===== config.mk =====
export PLATFORM = sky130hd
export DESIGN_NAME = ws2812_frame_flat
export DESIGN_NICKNAME = d
export VERILOG_FILES = /design/src/rtl/ws2812_frame_if.sv /design/src/rtl/ws2812_frame.sv /design/src/flat_wrapper.sv
export SDC_FILE = /design/constraint.sdc
export NUM_CORES = 1
export LEC_CHECK = 0
export ABC_AREA = 1
export CORE_UTILIZATION = 25
export CTS_BUF_LIST = sky130_fd_sc_hd__clkbuf_8
export DETAILED_ROUTE_END_ITERATION = 10
export GPL_TIMING_DRIVEN = 0
export MAX_ROUTING_LAYER = met4
export PLACE_DENSITY = 0.39
export SLEW_MARGIN = 20
export SYNTH_ARGS = -nofsm -noshare
export SYNTH_HDL_FRONTEND = slang
export SYNTH_SLANG_ARGS = --single-unit

===== constraint.sdc =====
create_clock -name clk -period 2.1 [get_ports clk]
set_input_delay 0.42 -clock clk [delete_from_list [all_inputs] [get_ports clk]]
set_output_delay 0.42 -clock clk [all_outputs]
set_load 0.01 [all_outputs]

===== src/rtl/ws2812_frame_if.sv =====
// ws2812_frame_if: host write port plus serializer handshake for ws2812_frame.
// Signals: wr_en/wr_addr/wr_data/update in from host, busy out to host;
// tx_start/tx_data out to the serializer, tx_bsy back from it.
// master = host + serializer side, slave = ws2812_frame.
interface ws2812_frame_if #(
  parameter int N_LEDS = 8
);
  localparam int AW = (N_LEDS > 1) ? $clog2(N_LEDS) : 1;

  logic          wr_en;
  logic [AW-1:0] wr_addr;
  logic [23:0]   wr_data;
  logic          update;
  logic          busy;
  logic          tx_start;
  logic [23:0]   tx_data;
  logic          tx_bsy;

  modport master (
    output wr_en, wr_addr, wr_data, update, tx_bsy,
    input  busy, tx_start, tx_data
  );

  modport slave (
    input  wr_en, wr_addr, wr_data, update, tx_bsy,
    output busy, tx_start, tx_data
  );
endinterface


===== src/rtl/ws2812_frame.sv =====
// ws2812_frame: double-buffered WS2812 frame source feeding ws2812_tx.
// Ports: clk, rst (async active-low), bus (ws2812_frame_if.slave), and
// brightness[7:0] only when WS2812_FRAME_BRIGHTNESS_EN is defined.
// Host writes the back buffer; update snapshots it into the front buffer and
// streams one word per LED, then holds busy through the latch gap.
module ws2812_frame #(
  parameter real F_CLK   = 48e6,
  parameter int  N_LEDS  = 8,
  parameter real T_RESET = 80e-6
) (
  input logic clk,
  input logic rst,
`ifdef WS2812_FRAME_BRIGHTNESS_EN
  input logic [7:0] brightness,
`endif
  ws2812_frame_if.slave bus
);

  localparam int AW = (N_LEDS > 1) ? $clog2(N_LEDS) : 1;
  // Small epsilon keeps floating-point noise in T_RESET*F_CLK from adding a cycle.
  localparam int N_GAP = int'($ceil(T_RESET * F_CLK - 1.0e-6));
  localparam int CW = $clog2(N_GAP);

  typedef enum logic [2:0] {IDLE, LOAD, START, WAIT_TX, LATCH} state_t;

  state_t        state;
  logic [AW-1:0] idx;
  logic [CW-1:0] cnt;
  logic          pending;
  logic          tx_start_q;
  logic          busy_q;

  logic [23:0] back  [N_LEDS];
  logic [23:0] front [N_LEDS];

  logic        cnt_last;
  logic        idx_last;
  logic        snap;
  logic [23:0] word_out;

  assign cnt_last = (cnt == CW'(N_GAP - 1));
  assign idx_last = (idx == AW'(N_LEDS - 1));

  // Snapshot from IDLE on update, or at the end of the latch gap when a
  // request is pending (an update landing on that very cycle counts too).
  always_comb begin
    snap = 1'b0;
    if (state == IDLE && bus.update)
      snap = 1'b1;
    else if (state == LATCH && cnt_last && (pending || bus.update))
      snap = 1'b1;
  end

  // Back buffer: addresses with no matching LED simply never hit.
  always_ff @(posedge clk or negedge rst) begin
    if (!rst) begin
      for (int i = 0; i < N_LEDS; i++) back[i] <= 24'd0;
    end else begin
      for (int i = 0; i < N_LEDS; i++)
        if (bus.wr_en && bus.wr_addr == AW'(i)) back[i] <= bus.wr_data;
    end
  end

  // Front buffer: copy of back, with a same-cycle write bypassed in.
  always_ff @(posedge clk or negedge rst) begin
    if (!rst) begin
      for (int i = 0; i < N_LEDS; i++) front[i] <= 24'd0;
    end else if (snap) begin
      for (int i = 0; i < N_LEDS; i++)
        front[i] <= (bus.wr_en && bus.wr_addr == AW'(i)) ? bus.wr_data : back[i];
    end
  end

  always_ff @(posedge clk or negedge rst) begin
    if (!rst) begin
      state      <= IDLE;
      idx        <= '0;
      cnt        <= '0;
      pending    <= 1'b0;
      tx_start_q <= 1'b0;
      busy_q     <= 1'b0;
    end else begin
      // One-deep request latch; repeated updates merge.
      if (bus.update && state != IDLE) pending <= 1'b1;

      case (state)
        IDLE: begin
          if (bus.update) begin
            idx        <= '0;
            state      <= LOAD;
            tx_start_q <= 1'b1;
            busy_q     <= 1'b1;
          end
        end
        LOAD: begin
          state <= START;
        end
        START: begin
          state      <= WAIT_TX;
          tx_start_q <= 1'b0;
        end
        WAIT_TX: begin
          if (!bus.tx_bsy) begin
            if (idx_last) begin
              state <= LATCH;
              cnt   <= '0;
            end else begin
              idx        <= idx + AW'(1);
              state      <= LOAD;
              tx_start_q <= 1'b1;
            end
          end
        end
        LATCH: begin
          if (cnt_last) begin
            if (pending || bus.update) begin
              // Back-to-back frame: busy stays high.
              pending    <= 1'b0;
              idx        <= '0;
              state      <= LOAD;
              tx_start_q <= 1'b1;
            end else begin
              state  <= IDLE;
              busy_q <= 1'b0;
            end
          end else begin
            cnt <= cnt + CW'(1);
          end
        end
        default: begin
          state      <= IDLE;
          tx_start_q <= 1'b0;
          busy_q     <= 1'b0;
        end
      endcase
    end
  end

`ifdef WS2812_FRAME_BRIGHTNESS_EN
  // (c * (b+1)) >> 8: product fits 16 bits, so bits [15:8] are the result.
  function automatic logic [7:0] scale(input logic [7:0] c, input logic [7:0] b);
    logic [16:0] p;
    p = {9'd0, c} * {8'd0, ({1'b0, b} + 9'd1)};
    return p[15:8];
  endfunction

  always_comb begin
    word_out = {scale(front[idx][23:16], brightness),
                scale(front[idx][15:8],  brightness),
                scale(front[idx][7:0],   brightness)};
  end
`else
  always_comb begin
    word_out = front[idx];
  end
`endif

  assign bus.tx_start = tx_start_q;
  assign bus.busy     = busy_q;
  assign bus.tx_data  = word_out;

endmodule

===== src/flat_wrapper.sv =====
// flat-port wrapper written by rule: the top's interface ports become plain ports
module ws2812_frame_flat 
#(
  parameter real F_CLK   = 48e6,
  parameter int  N_LEDS  = 8,
  parameter real T_RESET = 80e-6
)
  (clk, rst, bus_wr_en, bus_wr_addr, bus_wr_data, bus_update, bus_tx_bsy, bus_busy, bus_tx_start, bus_tx_data);
  ws2812_frame_if #(.N_LEDS(N_LEDS)) bus_i ();
  input logic clk;
  input logic rst;
  input wire logic [$bits(bus_i.wr_en)-1:0] bus_wr_en;
  input wire logic [$bits(bus_i.wr_addr)-1:0] bus_wr_addr;
  input wire logic [$bits(bus_i.wr_data)-1:0] bus_wr_data;
  input wire logic [$bits(bus_i.update)-1:0] bus_update;
  input wire logic [$bits(bus_i.tx_bsy)-1:0] bus_tx_bsy;
  output wire logic [$bits(bus_i.busy)-1:0] bus_busy;
  output wire logic [$bits(bus_i.tx_start)-1:0] bus_tx_start;
  output wire logic [$bits(bus_i.tx_data)-1:0] bus_tx_data;
  assign bus_i.wr_en = bus_wr_en;
  assign bus_i.wr_addr = bus_wr_addr;
  assign bus_i.wr_data = bus_wr_data;
  assign bus_i.update = bus_update;
  assign bus_i.tx_bsy = bus_tx_bsy;
  assign bus_busy = bus_i.busy;
  assign bus_tx_start = bus_i.tx_start;
  assign bus_tx_data = bus_i.tx_data;
  ws2812_frame #(.F_CLK(F_CLK), .N_LEDS(N_LEDS), .T_RESET(T_RESET)) u_core (.clk(clk), .rst(rst), .bus(bus_i));
endmodule

==> impl_metrics.ini <==
[run_status]
status = finished, violations left
violations = setup timing

[clock_tree]
htreeDepth = 3
cts_made_buffers = 76
path_clk_slew_ps = 60
clock_sinks = 405
clk_path_buf_depth = 3
cts_tree = done
clk_latency_ps = 650
root_buffer = clkbuf_8

[global_routing]
top_usage_layer = met2
grt_pass1_wl_mm = 98.8
grt_max_degree = 82
grt_overflow = 0
use_met1_pct = 25.3
met3_usage_pct = 2.81
grt_antenna_before_repair = 3
grt.total_usage_pct = 19.4
use_met2_pct = 31.1
grt_pass1_vias = 15300

[floorplanning]
ios = 58
core_sq_um = 68700
dieHeight_um = 266
fp.dieArea_sq_um = 70700
die_x_um = 266
fp-row-count = 96
start_util_pct = 25.4

[finish]
final_nets = 2274
fin_area_sq_um = 22200
drive_above_1_share_pct = 17.7
stdcell_count = 3216
synthToLayoutAreaGrowth_pct = 27.3
num-fill-cells = 7410
utilization_pct = 32.3

[sta]
worstMarginPinSlew_ps = 697
rsz0062_at_grt = yes
hold_viol = 0
clock_skew_ps = 15.9
finalCriticalPeriod_ps = 2780
holdWs_ps = 301
fin_crit_sh_pct = 132
timing.final.ws_setup_ps = -676
finalSetupViolCount = 24
slew_headroom_pct = 53.5
timing.fmax_ghz = 0.360
slew_viol_final = 0

[worst_setup_path]
crit_arrival_ps = 2360
cp_num_buf_inv = 5
start_kind = flip-flop
path_common_cell = buf_8
cpPeakStageDelay_ps = 410
critical_path_required_ps = 1680
timing.critical_path.cells = buf_8 > clkinvlp_4 > buf_8 > clkbuf_16 > o21ai_4 > o21ai_1 > nand2_1 > nand2_2 > buf_6
end_kind = output port
critPathMaxFanout = 5
critPathKind = reg2out
slowest_stage = dfrtp_1
cp_top_family = buffers and inverters

[logic_synthesis]
yosys_warnings = 0
syn-num-nets = 2110
ys_types = 25
syn-cell-area_sq_um = 17400
synthCells = 2075
synth-seq-area-share_pct = 58.2
synth_seq_cells = 405
avgSynthCellArea_sq_um = 8.39

[drt]
drt_pre_antenna_iters = 5
drcViolationCount = 0
wl_per_cell_um = 20.2
vias = 14800
finalWirelength_mm = 65.0
vias_per_cell = 4.60
ant_nets = 0
detail_route.iter0.violations = 970

[place]
globalplace.congestion = 0.838
portBuffers = 57
hpwl_mm = 44.7
post-place-cells = 3068
place_area_sq_um = 19300

[pwr]
cellLeakagePower_nw = 10.8
finalPower_mw = 30.5
power_density_nw_per_um2 = 1380
peakVddDrop_v = 0.000851

[worst_hold_path]
hp-class = in2async

[job]
drv_cap = 0
power by group:
group          internal, mW  switching [mW]  leakage, nW
Sequential             10.4            1.56         5.12
Clock                  4.01            3.46        0.827
Combinational          4.38            6.72         4.84
registers in the layout (all words and copies together) (netlist names):
name                 flops
u_core.cnt              12
u_core.idx               3
u_core.front           192
u_core.back            192
u_core.bus.tx_start      1
u_core.pending           1
u_core.bus.busy          1
u_core.state             3
metrics by stage:
stage,TNS (ps),setup WS [ps]
after global placement,-7620340,-18510
final,-14570,-676
after floorplan,0,238
after CTS,-15670,-684
after detailed placement,-153920,-1500
after global routing,-17780,-771
path summary, 6_finish.rpt:
| kind | start | endpoint | slack (ps) | cells after the start |
|---|---|---|---|---|
| worst max-delay path | u_core.idx[0] | bus_tx_data[3] | -680 | 9 |
| worst min-delay path | rst | u_core.back[66] | 300 | 2 |
| worst max register to register | u_core.cnt[1] | u_core.front[147] | 120 | 11 |
| worst min register to register | u_core.bus.tx_start | u_core.bus.tx_start | 490 | 2 |
| max in group asynchronous | rst | u_core.back[153] | 550 | 4 |
| min in group clk | bus_tx_bsy | u_core.state[0] | 480 | 3 |
cell usage in the layout (no fill, tap or decap), types with 2 or more instances in the layout:
cell,count
nand4_1,6
clkbuf_16,10
clkdlybuf4s50_1,32
nand3b_1,2
o21ai_4,37
nor2_4,10
nor3_1,3
buf_6,37
buf_4,18
nor2_2,25
nand2_1,677
dfrtp_1,403
inv_1,73
clkbuf_8,99
dfrtp_2,2
clkbuf_2,8
nand2_2,19
buf_8,10
a21oi_1,25
buf_12,7
clkinv_2,4
buf_1,2
nor2_1,158
clkbuf_4,13
o21ai_2,39
buf_2,50
nand3_1,215
ha_1,2
o21ai_1,20
nand2_4,3
buf_16,6
o21ai_0,227
inv_2,2
clkbuf_1,31
or2_2,3
final cells by class:
cell class | instances | area, sq um | area share [%]
repair buffers | 87 | 1020 | 4.62
multi-input cells | 1475 | 7100 | 32.0
diodes | 1 | 2.50 | 0.0113
plain buffers | 142 | 1130 | 5.10
flip-flops and latches | 405 | 10100 | 45.7
clock inverters | 28 | 110 | 0.497
clock buffers | 95 | 1310 | 5.90
inverters | 52 | 199 | 0.897
well taps | 931 | 1160 | 5.25
synth_stat cells:
cell / number / area (sq um)
a21oi_1: 25 / 125
a31oi_1: 1 / 6.26
buf_1: 15 / 56.3
buf_2: 52 / 260
buf_6: 19 / 214
buf_8: 1 / 15.0
clkbuf_1: 56 / 210
dfrtp_1: 405 / 10100
ha_1: 3 / 37.5
inv_1: 50 / 188
inv_2: 2 / 7.51
nand2_1: 697 / 2620
nand2_2: 2 / 12.5
nand3_1: 215 / 1080
nand3b_1: 2 / 15.0
nand3b_2: 1 / 11.3
nand4_1: 6 / 37.5
nor2_1: 190 / 713
nor2_2: 2 / 12.5
nor2_4: 1 / 11.3
nor3_1: 3 / 15.0
o211ai_1: 1 / 7.51
o21ai_0: 299 / 1500
o21ai_1: 24 / 120
or2_2: 3 / 18.8
cell families after synthesis:
logic type | share of synthesized area, %
compound gates | 10.1
fa+ha+maj | 0.216
buf+inv | 5.46
flops | 58.2
simple gates | 26.1
worst reg2reg max path, cell delays in order, from the launching register on:
cell and delay, ps:
dfrtp_1 390, ha_2 220, nand2_1 100, nor2_4 150
nand2_2 90, nor2_4 160, nand3b_4 170, nand2_4 150
buf_12 170, buf_8 150, nand2_1 100, nand2_1 80
repair_timing:
action | in CTS | in global routing
resized for setup | 447 | 59
endpoints found under the setup margin | 204 | 214
cloned | 6 | 0
pin swaps | 53 | 18
buffers inserted | 14 | 4
hold buffers | 1 | 0
hold endpoints to repair | 52 | 0
routing by layer:
| metal | up-vias | part of all wire, % |
|---|---|---|
| met4 | 0 | 2.4 |
| li1 | 7050 | - |
| met3 | 94 | 3.8 |
| met2 | 280 | 48 |
| met1 | 7373 | 46 |
| met5 | - | 0 |
No activity file was read; power rests on OpenSTA's default activity.
